===== src/rtl/cordic_pkg.sv =====
// Shared constants for the pipelined CORDIC vectoring engine: arctangent table,
// quarter-turn constant and the 1/K shift-add list used when CORDIC_GAIN_COMP_EN is defined.
package cordic_pkg;

  localparam int MAX_STAGES = 16;

  // atan(2^-i) with 2^31 == pi; rescaled with rounding to the phase width in use.
  localparam logic [31:0] ATAN_LUT [MAX_STAGES] = '{
    32'h2000_0000, 32'h12E4_051E, 32'h09FB_385B, 32'h0511_11D4,
    32'h028B_0D43, 32'h0145_D7E1, 32'h00A2_F61E, 32'h0051_7C55,
    32'h0028_BE53, 32'h0014_5F2F, 32'h000A_2F98, 32'h0005_17CC,
    32'h0002_8BE6, 32'h0001_45F3, 32'h0000_A2FA, 32'h0000_517D
  };

  // 1/K ~ x/2 + x/8 - x/64 - x/512
  localparam int   INV_GAIN_TERMS = 4;
  localparam int   INV_GAIN_SHIFT [INV_GAIN_TERMS] = '{1, 3, 6, 9};
  localparam logic INV_GAIN_NEG   [INV_GAIN_TERMS] = '{1'b0, 1'b0, 1'b1, 1'b1};

  function automatic logic [31:0] atan_q(input int idx, input int angle_w);
    int          sh;
    logic [31:0] v;
    sh = 32 - angle_w;
    v  = ATAN_LUT[idx];
    if (sh <= 0) return v;
    return (v + (32'd1 << (sh - 1))) >> sh;
  endfunction

  function automatic logic [31:0] half_pi(input int angle_w);
    return 32'd1 << (angle_w - 2);
  endfunction

endpackage


===== src/rtl/cordic_vec_stage.sv =====
// One registered CORDIC vectoring micro-rotation; drives y toward zero and
// accumulates the applied angle. Holds all state while en is low.
module cordic_vec_stage
  import cordic_pkg::*;
#(
  parameter int SHIFT   = 0,
  parameter int IW      = 16,
  parameter int ANGLE_W = 16
) (
  input  logic                      clk,
  input  logic                      rst_n,
  input  logic                      en,
  input  logic                      in_valid,
  input  logic signed [IW-1:0]      in_x,
  input  logic signed [IW-1:0]      in_y,
  input  logic        [ANGLE_W-1:0] in_z,
  output logic                      out_valid,
  output logic signed [IW-1:0]      out_x,
  output logic signed [IW-1:0]      out_y,
  output logic        [ANGLE_W-1:0] out_z
);

  localparam logic [ANGLE_W-1:0] ATAN = ANGLE_W'(atan_q(SHIFT, ANGLE_W));

  logic signed [IW-1:0] x_sh;
  logic signed [IW-1:0] y_sh;

  assign x_sh = in_x >>> SHIFT;
  assign y_sh = in_y >>> SHIFT;

  always_ff @(posedge clk or negedge rst_n) begin
    if (!rst_n) begin
      out_valid <= 1'b0;
      out_x     <= '0;
      out_y     <= '0;
      out_z     <= '0;
    end else if (en) begin
      out_valid <= in_valid;
      // y == 0 counts as non-negative, so (0,0) still takes a defined path
      if (!in_y[IW-1]) begin
        out_x <= in_x + y_sh;
        out_y <= in_y - x_sh;
        out_z <= in_z + ATAN;
      end else begin
        out_x <= in_x - y_sh;
        out_y <= in_y + x_sh;
        out_z <= in_z - ATAN;
      end
    end
  end

endmodule


===== src/rtl/cordic_vectoring_pipe.sv =====
// Fully pipelined CORDIC vectoring engine: (x,y) -> magnitude, atan2 phase, with
// valid/ready flow control. Define CORDIC_GAIN_COMP_EN to add a 1/K output stage.
module cordic_vectoring_pipe
  import cordic_pkg::*;
#(
  parameter int WIDTH   = 14,
  parameter int STAGES  = 12,
  parameter int ANGLE_W = 16
) (
  input  logic                      clk,
  input  logic                      rst_n,
  input  logic                      in_valid,
  output logic                      in_ready,
  input  logic signed [WIDTH-1:0]   in_x,
  input  logic signed [WIDTH-1:0]   in_y,
  output logic                      out_valid,
  input  logic                      out_ready,
  output logic signed [WIDTH+1:0]   out_mag,
  output logic        [ANGLE_W-1:0] out_phase
);

  localparam int IW = WIDTH + 2;
  localparam logic [ANGLE_W-1:0] HALF_PI = ANGLE_W'(half_pi(ANGLE_W));

  // Handshake: a sample moves on in_valid & in_ready, a result on out_valid & out_ready.
  // The whole pipeline steps together whenever the output slot is empty or being taken,
  // so a stalled result freezes every stage behind it (bubbles are not squeezed out).
  logic adv;
  assign adv      = !out_valid || out_ready;
  assign in_ready = adv;

  // Element 0 is the pre-rotation register, element i+1 the output of stage i.
  logic                     sv [STAGES+1];
  logic signed [IW-1:0]     sx [STAGES+1];
  logic signed [IW-1:0]     sy [STAGES+1];
  logic        [ANGLE_W-1:0] sz [STAGES+1];

  logic signed [IW-1:0]      ext_x, ext_y;
  logic signed [IW-1:0]      pre_x, pre_y;
  logic        [ANGLE_W-1:0] pre_z;

  assign ext_x = {{2{in_x[WIDTH-1]}}, in_x};
  assign ext_y = {{2{in_y[WIDTH-1]}}, in_y};

  // Fold the left half-plane into the right so the stages only need +/- pi/2 range.
  always_comb begin
    pre_x = ext_x;
    pre_y = ext_y;
    pre_z = '0;
    if (ext_x[IW-1]) begin
      if (!ext_y[IW-1]) begin
        pre_x = ext_y;
        pre_y = -ext_x;
        pre_z = HALF_PI;
      end else begin
        pre_x = -ext_y;
        pre_y = ext_x;
        pre_z = -HALF_PI;
      end
    end
  end

  always_ff @(posedge clk or negedge rst_n) begin
    if (!rst_n) begin
      sv[0] <= 1'b0;
      sx[0] <= '0;
      sy[0] <= '0;
      sz[0] <= '0;
    end else if (adv) begin
      sv[0] <= in_valid;
      sx[0] <= pre_x;
      sy[0] <= pre_y;
      sz[0] <= pre_z;
    end
  end

  for (genvar i = 0; i < STAGES; i++) begin : g_stage
    cordic_vec_stage #(
      .SHIFT  (i),
      .IW     (IW),
      .ANGLE_W(ANGLE_W)
    ) u_stage (
      .clk      (clk),
      .rst_n    (rst_n),
      .en       (adv),
      .in_valid (sv[i]),
      .in_x     (sx[i]),
      .in_y     (sy[i]),
      .in_z     (sz[i]),
      .out_valid(sv[i+1]),
      .out_x    (sx[i+1]),
      .out_y    (sy[i+1]),
      .out_z    (sz[i+1])
    );
  end

`ifdef CORDIC_GAIN_COMP_EN
  logic signed [IW-1:0] mag_comp;

  always_comb begin
    mag_comp = '0;
    for (int k = 0; k < INV_GAIN_TERMS; k++) begin
      if (INV_GAIN_NEG[k]) mag_comp = mag_comp - (sx[STAGES] >>> INV_GAIN_SHIFT[k]);
      else                 mag_comp = mag_comp + (sx[STAGES] >>> INV_GAIN_SHIFT[k]);
    end
  end

  always_ff @(posedge clk or negedge rst_n) begin
    if (!rst_n) begin
      out_valid <= 1'b0;
      out_mag   <= '0;
      out_phase <= '0;
    end else if (adv) begin
      out_valid <= sv[STAGES];
      out_mag   <= mag_comp;
      out_phase <= sz[STAGES];
    end
  end
`else
  assign out_valid = sv[STAGES];
  assign out_mag   = sx[STAGES];
  assign out_phase = sz[STAGES];
`endif

endmodule

===== config.mk =====
export PLATFORM = sky130hd
export DESIGN_NAME = cordic_vectoring_pipe
export DESIGN_NICKNAME = d
export VERILOG_FILES = /design/src/rtl/cordic_pkg.sv /design/src/rtl/cordic_vec_stage.sv /design/src/rtl/cordic_vectoring_pipe.sv
export SDC_FILE = /design/constraint.sdc
export NUM_CORES = 2
export LEC_CHECK = 0
export CAP_MARGIN = 20
export CORE_ASPECT_RATIO = 0.75
export CORE_MARGIN = 10
export CORE_UTILIZATION = 63
export CTS_BUF_LIST = sky130_fd_sc_hd__clkbuf_2
export CTS_CLUSTER_DIAMETER = 100
export DETAILED_ROUTE_END_ITERATION = 8
export PLACE_DENSITY_LB_ADDON = 0.25
export SYNTH_ARGS = -nofsm -noshare
export SYNTH_HDL_FRONTEND = slang
export SYNTH_SLANG_ARGS = --single-unit
export TNS_END_PERCENT = 5

===== constraint.sdc =====
create_clock -name clk -period 4.5 [get_ports clk]
set_input_delay 0.9 -clock clk [delete_from_list [all_inputs] [get_ports clk]]
set_output_delay 0.9 -clock clk [all_outputs]
set_load 0.005 [all_outputs]

==> report_table.html <==
<table>
<tr><th>Metric</th><th>Value</th></tr>
<tr><th colspan="2">Setup path</th></tr>
<tr><td>Most numerous cell on the critical path</td><td>o21ai_0</td></tr>
<tr><td>Cells along the critical path</td><td>buf_4 &gt; a21oi_1 &gt; xor2_1 &gt; ha_1 &gt; o21ai_0 &gt; o21a_1 &gt; nor3_1 &gt; a221oi_2 &gt; a2111oi_0 &gt; o21ai_0 &gt; a31o_2</td></tr>
<tr><td>Critical path data arrival time</td><td>a little over 5 ns</td></tr>
<tr><td>Buffers plus inverters on the worst setup path</td><td>1</td></tr>
<tr><td>CP required</td><td>5.80 ns</td></tr>
<tr><td>Kind of capture point of the worst setup path</td><td>flip-flop</td></tr>
<tr><td>Cell type group with the largest total delay on the critical path</td><td>compound AO/OA/AOI/OAI gates</td></tr>
<tr><td>Slowest-stage cell, CP</td><td>dfrtp_1</td></tr>
<tr><td>Maximum fanout encountered on the critical timing path</td><td>24</td></tr>
<tr><td>Startpoint types</td><td>flip-flop</td></tr>
<tr><td>Type of the worst setup path</td><td>reg -&gt; reg</td></tr>
<tr><td>Largest stage delay on the critical path</td><td>0.92 ns</td></tr>
<tr><th colspan="2">Clock tree</th></tr>
<tr><td>Number of instances resized during post-cts repair</td><td>0</td></tr>
<tr><td>Num CTS Buffers</td><td>149</td></tr>
<tr><td>Hold buffer count at cts</td><td>2</td></tr>
<tr><td>CTS clk-pin slew, worst paths</td><td>0.12 ns</td></tr>
<tr><td>CTS Root Buffer Type</td><td>clkbuf_2</td></tr>
<tr><td>Setup Fix Bufs, Post-CTS</td><td>0</td></tr>
<tr><td>Buffer levels on the longest clock path</td><td>3</td></tr>
<tr><td>Clock Latency Late Sink</td><td>1.41 ns</td></tr>
<tr><td>Clock Sink Count</td><td>570</td></tr>
<tr><td>Clock tree from TritonCTS</td><td>done</td></tr>
<tr><td>Depth of the CTS H-tree</td><td>4</td></tr>
<tr><th colspan="2">Timing</th></tr>
<tr><td>TNS Setup</td><td>0 ns</td></tr>
<tr><td>Setup repair after global routing missed its margin</td><td>no</td></tr>
<tr><td>Final critical-path share of the clock period</td><td>0.8402</td></tr>
<tr><td>Actual slew at the worst max-slew pin</td><td>0.9864 ns</td></tr>
<tr><td># setup viols final</td><td>0</td></tr>
<tr><td>Slew HR</td><td>0.3403</td></tr>
<tr><td>Maximum operating frequency</td><td>between 200 and 300 MHz</td></tr>
<tr><td>Endpoints failing hold</td><td>0</td></tr>
<tr><td>Fin worst setup slack</td><td>0.7190 ns</td></tr>
<tr><td>Clk_skew</td><td>0.07440 ns</td></tr>
<tr><td>Number of pins with negative max-slew slack in the final report</td><td>0</td></tr>
<tr><td>Final min period</td><td>between 3 and 4 ns</td></tr>
<tr><th colspan="2">Floorplan</th></tr>
<tr><td>Starting utilization of the core area</td><td>0.6391</td></tr>
<tr><td>Top-level I/O count</td><td>between 60 and 70</td></tr>
<tr><td>Horizontal die dimension</td><td>336.2 um</td></tr>
<tr><td>Standard-cell rows</td><td>86</td></tr>
<tr><td>Die Y</td><td>257.2 um</td></tr>
<tr><td>Die area</td><td>~0.086 mm^2</td></tr>
<tr><td>Area of the core</td><td>between 0.07 and 0.08 mm^2</td></tr>
<tr><th colspan="2">Synth</th></tr>
<tr><td>Netlist cell types</td><td>slightly above 80</td></tr>
<tr><td>Sequential element share of the synthesized area</td><td>0.3019</td></tr>
<tr><td>Fraction of synthesis flops using an asynchronous set or reset pin</td><td>1.000</td></tr>
<tr><td>Synthesized netlist net count</td><td>6318</td></tr>
<tr><td>Number of enable-type register cells in the synthesized netlist</td><td>0</td></tr>
<tr><td>Fraction of post-synthesis cell area in the top cell type by area</td><td>0.3019</td></tr>
<tr><td>Total of flip-flops plus latches after synthesis</td><td>570</td></tr>
<tr><td>Mapped Cells</td><td>5702</td></tr>
<tr><td>Primary flip-flop cell chosen by synthesis mapping</td><td>dfrtp_1</td></tr>
<tr><td>Cell taking the most area after synthesis</td><td>dfrtp_1</td></tr>
<tr><td>Post-synthesis cell area</td><td>0.04724 mm^2</td></tr>
<tr><td>Synth Warn #</td><td>0</td></tr>
<tr><td>Synth top area cells</td><td>dfrtp_1, ha_1, a21oi_1</td></tr>
<tr><td>Average instance area after synthesis</td><td>between 8 and 9 um^2</td></tr>
<tr><th colspan="2">Global route</th></tr>
<tr><td>Global-route wire length before repair</td><td>192.7 mm</td></tr>
<tr><td>Number of antenna violations at the first check in global routing</td><td>2</td></tr>
<tr><td>Via count of the first global-routing pass</td><td>slightly below 40000</td></tr>
<tr><td>Maximum number of pins on one net before global-route repair</td><td>232</td></tr>
<tr><td>Total GRT Usage</td><td>0.2616</td></tr>
<tr><td>Grt ovf</td><td>0</td></tr>
<tr><th colspan="2">Detailed routing</th></tr>
<tr><td>Total Wirelength</td><td>114.9 mm</td></tr>
<tr><td>Ratio of routed vias to standard cells</td><td>6.005</td></tr>
<tr><td>Number of vias after detailed routing</td><td>~41000</td></tr>
<tr><td>Final routed wire length divided by cell count</td><td>~17 um</td></tr>
<tr><td>DRC errors left</td><td>0</td></tr>
<tr><td>Pre-antenna DRT Iters</td><td>5</td></tr>
<tr><td>Number of design-rule violations left by the first detailed-router iteration</td><td>3280</td></tr>
<tr><td>Remaining number of nets flagged by the antenna check after routing</td><td>0</td></tr>
<tr><th colspan="2">Layout</th></tr>
<tr><td>Core utilization of the finished layout</td><td>0.6786</td></tr>
<tr><td>Fraction of layout cells with a size suffix above 1</td><td>0.05948</td></tr>
<tr><td>Most frequent cells in the layout</td><td>nor2_1, a21oi_1, dfrtp_1, ha_1, nand2_1</td></tr>
<tr><td>Most common cell after layout, fill and taps aside</td><td>nor2_1</td></tr>
<tr><td>Layout Cells excl Fill</td><td>6846</td></tr>
<tr><td>Area Overhead vs Synth</td><td>6.179%</td></tr>
<tr><td>Number of nets in the layout</td><td>6377</td></tr>
<tr><th colspan="2">Placement</th></tr>
<tr><td>Post-detailed-placement half-perimeter wirelength</td><td>approximately 85 mm</td></tr>
<tr><td>Count of placed standard cells including taps</td><td>6576</td></tr>
<tr><td>Number of buffers inserted by port buffering</td><td>65</td></tr>
<tr><td>Post-placement setup slack</td><td>0.8074 ns</td></tr>
<tr><td>GP Congestion</td><td>roughly 0.96</td></tr>
<tr><th colspan="2">Run</th></tr>
<tr><td>Max-cap violation count</td><td>0</td></tr>
<tr><th colspan="2">Hold path</th></tr>
<tr><td>Type of the worst min-delay path</td><td>in -&gt; async</td></tr>
<tr><th colspan="2">Outcome</th></tr>
<tr><td>Result of the run</td><td>complete, no violations</td></tr>
</table>
## sequential cells by signal (all words and copies together), names as in the netlist
signal,cells
sy,16
sv,1
sx,16
sz,2
g_stage.u_stage.out_y,165
g_stage.u_stage.out_valid,12
g_stage.u_stage.out_z,167
g_stage.u_stage.out_x,191
## cell usage after synthesis, types with 11 or more instances
master     instances
a211oi_1          41
nor3_1           185
a21o_1            91
a21oi_1          661
nand2b_1          56
o211ai_1          44
nand3b_1          15
or4_1             14
a31o_2            16
nor4_1            35
or3_1             59
o31ai_1           47
o31a_1            14
o21a_1            56
a211o_1           23
xnor2_1          300
or2_2             21
xor2_1           268
nand3_1           83
mux2i_1           25
nor2_1           733
and2_1            21
o21ai_0          333
a31oi_1           53
a41oi_1           11
mux2_2            20
nor2b_1           56
ha_1             549
and3_1            48
o2111ai_1         16
nand2_1          523
nor3b_1           23
fa_1              35
buf_1             19
o41ai_1           23
nor4b_1           11
clkbuf_1         172
o21bai_1          37
dfrtp_1          570
inv_1            237
nand4b_1          11
## worst register-to-register path, delay by kind of cell (launching register included)
family	cells	cell delay, ns
xor+xnor	1	0.16
simple gates	1	0.42
buf+inv	1	0.32
compound gates	7	1.52
fa+ha+maj	1	0.36
flops	1	0.92
## layer usage
layer | share of wire | vias up | wire [um] | global-route usage
li1 | - | 20370 | - | -
met1 | 0.49 | 19430 | 55830 | 0.3832
met2 | 0.43 | 1150 | 49700 | 0.3923
met3 | 0.067 | 164 | 7646 | 0.04926
met4 | 0.015 | 0 | 1688 | 0.06545
met5 | 0 | - | 0 | 0
## path summary, 6_finish.rpt
path / startpoint / end / slack [ns] / cells after the start
setup / recovery: g_stage[4].u_stage.out_y[15]$_DFFE_PN0P_ / g_stage[5].u_stage.out_y[14]$_DFFE_PN0P_ / 0.72 / 11
hold / removal: rst_n / g_stage[11].u_stage.out_x[9]$_DFFE_PN0P_ / 0.18 / 2
setup reg to reg: g_stage[4].u_stage.out_y[15]$_DFFE_PN0P_ / g_stage[5].u_stage.out_y[14]$_DFFE_PN0P_ / 0.72 / 11
hold reg to reg: g_stage[9].u_stage.out_valid$_DFFE_PN0P_ / g_stage[9].u_stage.out_valid$_DFFE_PN0P_ / 0.48 / 2
max in group asynchronous: rst_n / g_stage[3].u_stage.out_x[9]$_DFFE_PN0P_ / 3.29 / 3
min in group clk: in_x[13] / sy[204]$_DFFE_PN0P_ / 0.23 / 4
## per-stage QoR
stage	cell area (um^2)	hold WS [ns]
after floorplan	47240	0.4300
final	50160	0.1765
after global routing	50150	0.1813
after detailed placement	48800	0.4576
after global placement	48800	0.4515
after CTS	50140	0.09313
## cells by family (layout without fill, tap and decap cells)
group                    count (synthesis)  count (layout)  share of synthesized area
XOR/XNOR                               568             568                     0.1053
buffers and inverters                  437             603                    0.03488
multiplexers                            45              45                    0.01006
AND/OR/NAND/NOR                       1922            1922                     0.1847
AO/OA/AOI/OAI                         1576            1576                     0.2029
flip-flops                             570             570                     0.3019
other                                    0              10                          0
adder cells (fa/ha/maj)                584             584                     0.1602
## cell type report
cell class	count	area, um^2
Multi-Input combinational cell	4695	31340
Clock inverter	52	290.3
Sequential cell	570	14260
Antenna cell	10	25.02
Tap cell	968	1211
Fill cell	6192	23760
Inverter	240	908.4
Clock buffer	206	1031
Timing Repair Buffer	105	1094
Power is not shown: default switching activity piles up to over one toggle a cycle in this logic, so the estimate is an artifact.
